--- src/rtl/wb_pipe_buf.sv ---
// Writeback pipeline buffer: carries the register-file write triple through DEPTH stages.
// Optional forwarding lookup port is built only when the WB_FWD_EN macro is defined.
module wb_pipe_buf #(
  parameter int unsigned AW        = 5,
  parameter int unsigned DW        = 32,
  parameter int unsigned DEPTH     = 1,
  parameter int unsigned X0_SQUASH = 1
) (
  input  logic          clk,
  input  logic          rst,
  input  logic          stall_i,
  input  logic          flush_i,
  input  logic          wb_en,
  input  logic [AW-1:0] wb_addr,
  input  logic [DW-1:0] wb_data,
  output logic          wb_en_o,
  output logic [AW-1:0] wb_addr_o,
  output logic [DW-1:0] wb_data_o,
  input  logic [AW-1:0] fwd_addr,
  output logic          fwd_hit,
  output logic [DW-1:0] fwd_data,
  output logic [15:0]   wb_cnt_o
);

  logic [DEPTH-1:0]         en_q,   en_d;
  logic [DEPTH-1:0][AW-1:0] addr_q, addr_d;
  logic [DEPTH-1:0][DW-1:0] data_q, data_d;
  logic [15:0]              cnt_q,  cnt_d;
  logic                     squash;

  assign squash = (X0_SQUASH != 0) && (wb_addr == '0);

  always_comb begin
    en_d   = en_q;
    addr_d = addr_q;
    data_d = data_q;
    cnt_d  = cnt_q;
    if (flush_i) begin
      en_d   = '0;
      addr_d = '0;
      data_d = '0;
    end else if (!stall_i) begin
      en_d[0]   = wb_en & ~squash;
      addr_d[0] = wb_addr;
      data_d[0] = wb_data;
      for (int k = 1; k < int'(DEPTH); k++) begin
        en_d[k]   = en_q[k-1];
        addr_d[k] = addr_q[k-1];
        data_d[k] = data_q[k-1];
      end
      // Entry leaving the last stage is retired; the count saturates rather than wrapping.
      if (en_q[DEPTH-1] && (cnt_q != 16'hFFFF)) begin
        cnt_d = cnt_q + 16'd1;
      end
    end
  end

  always_ff @(posedge clk or negedge rst) begin
    if (!rst) begin
      en_q   <= '0;
      addr_q <= '0;
      data_q <= '0;
      cnt_q  <= '0;
    end else begin
      en_q   <= en_d;
      addr_q <= addr_d;
      data_q <= data_d;
      cnt_q  <= cnt_d;
    end
  end

  assign wb_en_o   = en_q[DEPTH-1];
  assign wb_addr_o = addr_q[DEPTH-1];
  assign wb_data_o = data_q[DEPTH-1];
  assign wb_cnt_o  = cnt_q;

`ifdef WB_FWD_EN
  // Scan oldest to youngest so the lowest-index match is the one left standing.
  always_comb begin
    fwd_hit  = 1'b0;
    fwd_data = '0;
    for (int k = int'(DEPTH) - 1; k >= 0; k--) begin
      if (en_q[k] && (addr_q[k] == fwd_addr) && (fwd_addr != '0)) begin
        fwd_hit  = 1'b1;
        fwd_data = data_q[k];
      end
    end
  end
`else
  logic unused_fwd_addr;
  assign unused_fwd_addr = ^fwd_addr;
  assign fwd_hit         = 1'b0;
  assign fwd_data        = '0;
`endif

endmodule

--- config.mk ---
export PLATFORM = sky130hd
export DESIGN_NAME = wb_pipe_buf
export DESIGN_NICKNAME = d
export VERILOG_FILES = /design/src/rtl/wb_pipe_buf.sv
export SDC_FILE = /design/constraint.sdc
export NUM_CORES = 1
export LEC_CHECK = 0
export CORE_UTILIZATION = 40
export DETAILED_ROUTE_END_ITERATION = 12
export GPL_TIMING_DRIVEN = 0
export PLACE_DENSITY = 0.81
export SKIP_CTS_REPAIR_TIMING = 1
export SLEW_MARGIN = 15
export SYNTH_ARGS = -nofsm -noshare
export SYNTH_HDL_FRONTEND = slang
export SYNTH_SLANG_ARGS = --single-unit
export TNS_END_PERCENT = 30
--- constraint.sdc ---
create_clock -name clk -period 2.2 [get_ports clk]
set_input_delay 0.33 -clock clk [delete_from_list [all_inputs] [get_ports clk]]
set_output_delay 0.33 -clock clk [all_outputs]
set_load 0.1 [all_outputs]
## Word level (Yosys, flattened, before mapping)

Cells that the tools add are included.

| word-level totals | value |
|---|---|
| register bits after elaboration | 54 |
| bits of input ports | 47 |
| output and inout bits | 87 |
| logic and storage cells | 20 |

| operators by class | value |
|---|---|
| add/subtract/negate cells | 1 |
| equal/unequal tests | 2 |
| multiplexer cells | 6 |
| bitwise operators | 4 |
| reductions and logical operators | 3 |

Operator list:

| cell | number |
|---|---|
| 2-to-1 mux 32 bit | 2 |
| adder 16 x 1 -> 16 bit, second input constant | 1 |
| inequality test 16 bit, second input constant | 1 |
| 2-to-1 mux 5 bit | 2 |
| logical NOT 5 bit | 1 |
| inverter 1 bit | 3 |
| AND reduction 3 bit | 1 |
| 2-to-1 mux 1 bit | 2 |
| inequality test 2 x 1 -> 1 bit, second input constant | 1 |
| bitwise AND 1 bit | 1 |
| logical AND 1 bit | 1 |

## Depth between registers and ports, before layout

Gate-level depths: netlist of the first run.

| depth | value |
|---|---|
| depth in word-level cells | 5 |
| depth in mapped cells | 5 |
| mapped depth without buffers | 5 |

## Worst setup path after synthesis of the first run

No wires, ideal clock.

| timing | value |
|---|---|
| path type | register to register |
| start point | reg cnt_q[0], in the netlist wb_cnt_o[0] |
| end point | reg cnt_q[1], in the netlist wb_cnt_o[1] |
| library setup time | 0.128 ns |
| arrival | 2.280 ns |
| required time | 2.072 ns |
| setup slack | -0.208 ns |
| stages on the path, launching flop included | 6 |
| buffers on the path | 0 |
| clock period less this slack | 2.408 ns |
| cell sequence | dfrtp_1 ha_1 nand4_1 nor4_4 nor2_1 mux2_1 |

| on the way | value |
|---|---|
| word-level cells in the longest chain between the ends | 3 |
| elaborated cells between the ends (all ways) | 4 |
| those cells by class | add/sub: 1; eq/ne: 1; reduce/logical: 2 |

RTL lines:

| element | line | text |
|---|---|---|
| start: declaration | 28 | `logic [15:0] cnt_q, cnt_d;` |
| start signal: assignment | 68 | `cnt_q <= cnt_d;` |
| branches (longest 3 deep; another with adder 16 x 1 -> 16 bit) | -- |  |

Parallel ways; which one is timed is not known.
A chain may end at the register's enable or synchronous reset.

## Worst setup path in the final report of the first run

| timing | value |
|---|---|
| start point | reg cnt_q[15], in the netlist wb_cnt_o[15] |
| end point | out wb_cnt_o[15] |

RTL lines:

| element | line | text |
|---|---|---|
| end: declaration | 22 | `output logic [15:0] wb_cnt_o` |

No word-level cell between the ends.

==> results of run 1 <==
## layout by cell type, fill, tap and decap left out, types with 4 or more instances in the layout
cell type	count
sky130_fd_sc_hd__clkdlybuf4s50_1	77
sky130_fd_sc_hd__dfrtp_1	48
sky130_fd_sc_hd__nor2_1	41
sky130_fd_sc_hd__mux2i_1	37
sky130_fd_sc_hd__buf_4	34
sky130_fd_sc_hd__conb_1	33
sky130_fd_sc_hd__dlymetal6s2s_1	16
sky130_fd_sc_hd__xor2_1	8
sky130_fd_sc_hd__clkbuf_1	7
sky130_fd_sc_hd__nand2_1	6
sky130_fd_sc_hd__dfrtp_2	6
sky130_fd_sc_hd__nand4_1	5
sky130_fd_sc_hd__a21oi_1	5
sky130_fd_sc_hd__clkbuf_8	5
sky130_fd_sc_hd__buf_2	4
sky130_fd_sc_hd__nor4_1	4
## worst register-to-register path: stages, from the launching register on
cell and delay (ps):
sky130_fd_sc_hd__dfrtp_2 400, sky130_fd_sc_hd__ha_1 200, sky130_fd_sc_hd__nand4_1 280, sky130_fd_sc_hd__nor4_4 390, sky130_fd_sc_hd__nor2_1 120, sky130_fd_sc_hd__mux2_1 320
## state kept, by name, indices dropped and copies added, names as in the netlist
register   flops
wb_cnt_o      16
wb_en_o        1
wb_addr_o      5
wb_data_o     32
## power by group through the flow
stage	Clock (mW)	Combinational, mW	Sequential, mW
6_report	0.646	1.16	1.12
5_1_grt	0.698	1.21	1.13
4_1_cts	0.666	1.17	1.12
3_5_place_dp	0	1.16	1.14
3_3_place_gp	0	1.16	1.14
2_1_floorplan	0	0.413	1.62
## worst min path at each step
stage                            startpoint                   endpoint  slack [ps]  cells past startpoint
floorplan                               rst   wb_addr_o[0]$_DFFE_PN0P_          30                      0
global placement    wb_cnt_o[0]$_DFFE_PN0P_    wb_cnt_o[0]$_DFFE_PN0P_         490                      1
detailed placement                      rst  wb_data_o[29]$_DFFE_PN0P_         410                      1
CTS                                     rst  wb_data_o[28]$_DFFE_PN0P_          80                      1
global route                            rst  wb_data_o[30]$_DFFE_PN0P_         120                      1
finish                                  rst  wb_data_o[28]$_DFFE_PN0P_          70                      1
## cell families after synthesis
family,Yosys count,share of synthesized area [%]
xor+xnor,11,3.69
other cells,1,0.144
flops,54,51.8
buf+inv,43,11.1
compound gates,11,2.44
simple gates,75,15.7
fa+ha+maj,1,0.479
mux,38,14.6
## layer usage
metal | up-vias | wire length (um) | share of wire (%)
li1 | 991 | - | -
met1 | 946 | 2310 | 41
met2 | 86 | 2790 | 50
met3 | 15 | 392 | 7.0
met4 | 0 | 106 | 1.9
met5 | - | 0 | 0
## area by class of cell
class / instances / area share [%]
sequential: 54 / 34.7
clock inverter: 1 / 0.766
clock buffer: 7 / 1.95
multi-input combinational: 169 / 27.8
buffer: 42 / 7.31
tap: 77 / 2.46
inverter: 1 / 0.0958
timing repair buffer: 94 / 25.0
## stage by stage
stage / setup WS, ps / hold slack [ps] / TNS [ps]
floorplan: 1.94 / 34.4 / 0
global placement: -1040 / 487 / -46260
detailed placement: 72.8 / 415 / 0
CTS: -96.3 / 84.2 / -516
global route: 2.85 / 117 / 0
finish: 38.2 / 66.8 / 0
==> metrics list, run 1 <==
- Switching power total: 1.24 mW
- Max Clk Rate: ~460 MHz
- The final layout contains between 400 and 500 nets.
- Count of standard-cell rows: 29
* Number of sinks handled by clock tree synthesis: 54
- For the pin with the worst max-slew slack, the measured transition is 1010 ps.
- For this design the static power due to leakage is around 2.2 nW.
- Of the total power, the share spent switching nets is 42.5%.
* Count of TritonRoute iterations in the first routing pass: 5
- Worst setup path startpoint: wb_cnt_o[15]$_DFFE_PN0P_
* Combinational cell fraction of total power: 39.7%
- Summing all flip-flop and latch instances after layout gives 1360 um^2.
- Total wirelength of the detailed-routed design: about 5600 um
- EDFF count, synth: 0
* Endpoint of the most critical setup path: wb_cnt_o[15]
* Clock latency reported for the late side of the worst-skew pair: around 290 ps
- Final critical-path share of the clock period: 98.3%
- Compared with the post-synthesis result, the final layout area differs by 50.1%.
- For this run, the slowest stage of the critical path takes 1130 ps.
* Share of cells above drive strength 1: between 10% and 20%
- Antenna violations before repair: 0
* Length in cells of the worst reg-to-reg path: 5
- Layer with the highest usage: met2
* Final Hold Vio Count: 0
- Width of the chip: 82.8 um
- Global routing used between 10% and 20% of the available tracks across all layers.
- Grt ovf: 0
* Chip height: about 83 um
- Number of port buffers: between 90 and 100
* Top-area cell type share of the netlist area: between 50 and 60%
- Measured against its own limit, the worst slew margin works out to between 30 and 40%.
* Met2 global-route usage: between 20 and 30%
* DR iter-0 viols: 27
- Leaving out filler cells and counting taps, the final layout contains 445.
- Filler Cell Count: about 540
- Synth top area cells: sky130_fd_sc_hd__dfrtp_1 (52%), sky130_fd_sc_hd__mux2i_1 (14%), sky130_fd_sc_hd__buf_4 (9.5%)
- Number of buffers added by the clock tree synthesis step: 5
- After routing the design area is 3920 um^2.
- Required time reported for the critical path endpoint: roughly 1900 ps
- The setup path with the least slack is of type flop to primary output.
- Per-cell via count in the routed design: between 4 and 5
* Routability Congestion: 0.791
* Buffer type at the clock tree root: sky130_fd_sc_hd__clkbuf_8
* Cell Chain, Critical Path: clkdlybuf4s50_1
* Worst min path class: primary input to asynchronous set/reset pin
* Proportion of register bits with asynchronous set or reset after synthesis: 100%
- The run finished with clean final reports.
- Count of warnings emitted by yosys: 0
- GRT met3 Usage: roughly 3.3%
- Number of routed nets with antenna violations: 0
* Largest net degree at the start of global routing: 55
* Average detailed-routed wire length per instance: ~13 um
* Endpoint kind of the worst setup timing path: primary output
- Post-DP Area: about 3800 um^2
- Critical path fanouts, max: 3
* Flop and latch count out of synthesis: 54
- The final route contains about 2000 vias.
- Power spread over the standard cell area amounts to between 700 and 800 nW/um^2.
* Number of pins with negative max-slew slack in the final report: 0
- In this run the number of cells on the critical path is 1.
* Multi-input gate area: 1090 um^2
* Share of total power in sequential cells: about two fifths
- CTS Buffer Depth: 2
* Worst r2r src: wb_cnt_o[0]$_DFFE_PN0P_
* Initial cell density of the core: between 40% and 50%
* Most frequent cells after synthesis: sky130_fd_sc_hd__dfrtp_1 (54), sky130_fd_sc_hd__nor2_1 (41), sky130_fd_sc_hd__mux2i_1 (37)
* Final HPWL from detailed placement: 4210 um
- Final critical delay including setup and external delays: around 2200 ps
- Post-synthesis average cell area: 11.2 um^2
* Element type at the critical path start: flop
- The worst-case IR drop observed on VDD is about 1.3 mV.
- In the synthesized netlist, the number of instances is approximately 230.
* Worst clock skew: around 3.4 ps
* Clock input transition at the sequential cells of the worst setup and hold paths: roughly 90 ps
* Clock group share of total power: between 20% and 30%
- The slowest stage of the critical path belongs to the cell sky130_fd_sc_hd__clkdlybuf4s50_1.
- The completed layout was analyzed and its total power is 2.93 mW.
- The biggest area contributor in the post-synthesis netlist is sky130_fd_sc_hd__dfrtp_1.
* Area inside the core boundary: around 6300 um^2
* Number of H-tree branching levels: 2
* Cell area after technology mapping: about 2600 um^2
* Met1 track utilization from global routing: 20.8%
- The number of global-route vias before repair is around 1800.
- Cell type group with the largest total delay on the critical path: buffers and inverters
* Placed Instances: roughly 440
* Cell internal power dissipation: between 1.5 and 2 mW
- Total inserted antenna cells: 0
- TritonCTS clock tree: done
* Netlist cell types: 35
- The most common cell in the synthesized netlist is sky130_fd_sc_hd__dfrtp_1.
- For this run, the share of the core covered by cells in the final layout is 62.1%.
- The number of buffers and inverters on the critical path is 1.
- Share of synthesized area occupied by flip-flops and latches: 51.8%
- For this run, design rule violations remaining after detail routing come to 0.
* First-pass GRT wire length: approximately 8400 um
* Area of the die: roughly 7000 um^2
* Unrepaired setup endpoints after global routing: no
* Reg-to-Reg End: wb_cnt_o[1]$_DFFE_PN0P_
- # setup viols final: 0
* Commonest register cell after synthesis: sky130_fd_sc_hd__dfrtp_1
- Data arrival at the endpoint of the critical path: between 1500 and 2000 ps
- IO Pins: ~130
- The worst register-to-register path has a setup slack of around 380 ps.
* Count of maximum capacitance violations: 0
(Power assumes the default switching activity.)
==> run 2, diff against run 1 <==
--- a/config.mk
+++ b/config.mk
@@ -5,10 +5,10 @@
 export SDC_FILE = /design/constraint.sdc
 export NUM_CORES = 1
 export LEC_CHECK = 0
-export CORE_UTILIZATION = 40
+export CORE_UTILIZATION = 36
 export DETAILED_ROUTE_END_ITERATION = 12
 export GPL_TIMING_DRIVEN = 0
-export PLACE_DENSITY = 0.81
+export PLACE_DENSITY = 0.77
 export SKIP_CTS_REPAIR_TIMING = 1
 export SLEW_MARGIN = 15
 export SYNTH_ARGS = -nofsm -noshare
==> constraint.sdc (replaced) <==
create_clock -name clk -period 1.8 [get_ports clk]
set_input_delay 0.27 -clock clk [delete_from_list [all_inputs] [get_ports clk]]
set_output_delay 0.27 -clock clk [all_outputs]
set_load 0.1 [all_outputs]
==> metrics list, run 2 (synthesis gave the netlist of run 1 again) <==
- From synthesis to final layout, the design area changed by 54.9%.
- The die covers 7590 um^2.
* Routability Congestion: 0.890
- Once the floorplan was initialized, standard cells occupied between 30 and 40% of the core.
- IO Pins: ~130
* Violated checks: negative hold slack
- Endpoint kind of the worst setup timing path: flop
- Final critical-path setup slack: roughly 31 ps
- Met2 global-route usage: 27.6%
* Critical path fanouts, max: 7
* Worst r2r src: wb_cnt_o[1]$_DFFE_PN0P_
- Average detailed-routed wire length per instance: 13.2 um
* Area inside the core boundary: 6910 um^2
- The first routing iteration left just under 100 violations.
* Number of nets in the layout: a little over 400
- In this run the tool buffered the top-level ports with 94 buffer cells.
- Leaving out fill and tap cells, the most frequent cell in the layout is sky130_fd_sc_hd__dlymetal6s2s_1.
- Number of pins with negative max-slew slack in the final report: 0
- The worst pin sits at a relative slew slack of between 30% and 40%.
- Setup slack, reg-to-reg: ~31 ps
* Chip height: 87.1 um
* Worst min path class: primary input to asynchronous set/reset pin
* Final Hold Vio Count: 3
- Worst hold slack: -1.61 ps
* Total inserted antenna cells: 0
* Endpoint of the most critical setup path: wb_cnt_o[11]$_DFFE_PN0P_
- The number of antenna violations at the first check in global routing was 0.
* Transition time of the tightest slew-check pin: 996 ps
* Clock input transition at the sequential cells of the worst setup and hold paths: 90 ps
* Buffer type at the clock tree root: sky130_fd_sc_hd__clkbuf_8
- TritonCTS built the clock tree.
- For the worst setup path, the data required time is roughly 2000 ps.
- Clock latency reported for the late side of the worst-skew pair: approximately 300 ps
* Final HPWL from detailed placement: between 4000 and 5000 um
- Max Clk Rate: about 570 MHz
* Max FFs per register: 32
- Number of routed nets with antenna violations: 0
- The critical path contains buffers and inverters numbering 0 combined.
- VDD sags by at most 0.594 mV.
- Subtracting the final worst setup slack from the clock period gives around 1800 ps.
- Length in cells of the worst reg-to-reg path: 5
* Static leakage: between 2 and 3 nW
* # setup viols final: 0
- Final critical-path share of the clock period: 98.3%
- Among all stages on the critical path, the largest delay is contributed by sky130_fd_sc_hd__dfrtp_4.
* Count of maximum capacitance violations: 0
- Per-cell via count in the routed design: roughly 4.3
* Number of sinks handled by clock tree synthesis: 54
- Data arrival at the endpoint of the critical path: roughly 1900 ps
* Layer with the highest usage: met2
- In the routed design, unresolved DRC markers number 0.
- Number of H-tree branching levels: 2
- Unrepaired setup endpoints after global routing: yes
- Worst setup path startpoint: wb_cnt_o[1]$_DFFE_PN0P_
- Timing analysis after detailed placement gives a worst setup slack of -190 ps.
- The worst setup path is launched from a flop.
- Traced cell by cell, the critical path runs through ha_4 > nand4_1 > nor3_2 > nor4_1 > xor2_1.
- First-pass GRT wire length: approximately 9000 um
- On the final layout, the worst clock skew is 6.12 ps.
* Crit path largest cell delay: approximately 460 ps
- Entering global routing, the biggest net connects 55 pins.
* Width of the chip: 87.1 um
- Placed Instances: roughly 460
* Met1 track utilization from global routing: a little under a fifth
- Count of standard-cell rows: 30
* Grt ovf: 0
- The setup path with the least slack is of type flop to flop.
- For this run, the total global-route usage over all layers was measured as 15.2%.
- Before antenna repair, the detailed router went through 4 iterations.
- Total wirelength of the detailed-routed design: about 6000 um
- P per Cell Area: a little under 900 nW/um^2
* Instance count on the critical path: 5
- The clock passes through at most 2 buffers.
- Share of cells above drive strength 1: roughly a fifth
- Run status: complete, but fails checks
- The number of global-route vias before repair came to approximately 2000.
* Total via count in the routed design: 2008
- The endpoint identified for the worst register-to-register timing path is wb_cnt_o[11]$_DFFE_PN0P_.
* GRT met3 Usage: 2.27%
- Final standard cell utilization of the core: 58.6%
* Most frequent cells in the layout: sky130_fd_sc_hd__dlymetal6s2s_1 (49), sky130_fd_sc_hd__nor2_1 (40), sky130_fd_sc_hd__clkdlybuf4s50_1 (39)
- Among cell families on the critical path, the largest total delay comes from simple AND/OR/NAND/NOR gates.
- Buffers inserted during clock tree synthesis total 5.
- The count of cells in the finished layout, fillers not included, comes to 464.
==> run 2: worst min path at each step <==
stage	from	end	slack [ps]
6_report	rst	wb_cnt_o[7]$_DFFE_PN0P_	-2
5_1_grt	rst	wb_data_o[16]$_DFFE_PN0P_	60
3_5_place_dp	rst	wb_cnt_o[0]$_DFFE_PN0P_	350
3_3_place_gp	wb_cnt_o[15]$_DFFE_PN0P_	wb_cnt_o[15]$_DFFE_PN0P_	490
4_1_cts	rst	wb_data_o[7]$_DFFE_PN0P_	20
2_1_floorplan	rst	wb_addr_o[0]$_DFFE_PN0P_	-30
==> run 2: final cells by class <==
class	instances	area [um^2]
repair buffers	94	1040
multi-input cells	169	1110
clock buffers	6	72.6
clock inverters	2	37.5
fillers	605	2860
inverters	1	3.75
well taps	96	120
flip-flops and latches	54	1380
plain buffers	42	287
==> run 2: metal layers <==
layer	wire (um)	vias to the layer above
met5	0	-
met1	2530	929
met4	78	0
li1	-	994
met2	3160	79
met3	340	6
==> run 2: worst register-to-register path, stage by stage, from the launching register on <==
cell,delay (ps)
sky130_fd_sc_hd__dfrtp_4,460
sky130_fd_sc_hd__ha_4,150
sky130_fd_sc_hd__nand4_1,290
sky130_fd_sc_hd__nor3_2,460
sky130_fd_sc_hd__nor4_1,130
sky130_fd_sc_hd__xor2_1,160
==> run 2: metrics by stage <==
| step | setup TNS (ps) | area (um^2) | power (mW) |
|---|---|---|---|
| floorplan | -113 | 2780 | 2.54 |
| global placement | -73060 | 3840 | 2.86 |
| detailed placement | -1740 | 3840 | 2.88 |
| CTS | -16480 | 3950 | 3.68 |
| global route | -106 | 4040 | 3.75 |
| finish | 0 | 4040 | 3.61 |
==> run 2: power by group <==
group	switching [mW]	total, mW	internal (mW)
sequential	0.0809	1.40	1.32
clock	0.384	0.799	0.415
combinational	1.09	1.42	0.329
total	1.55	3.61	2.06
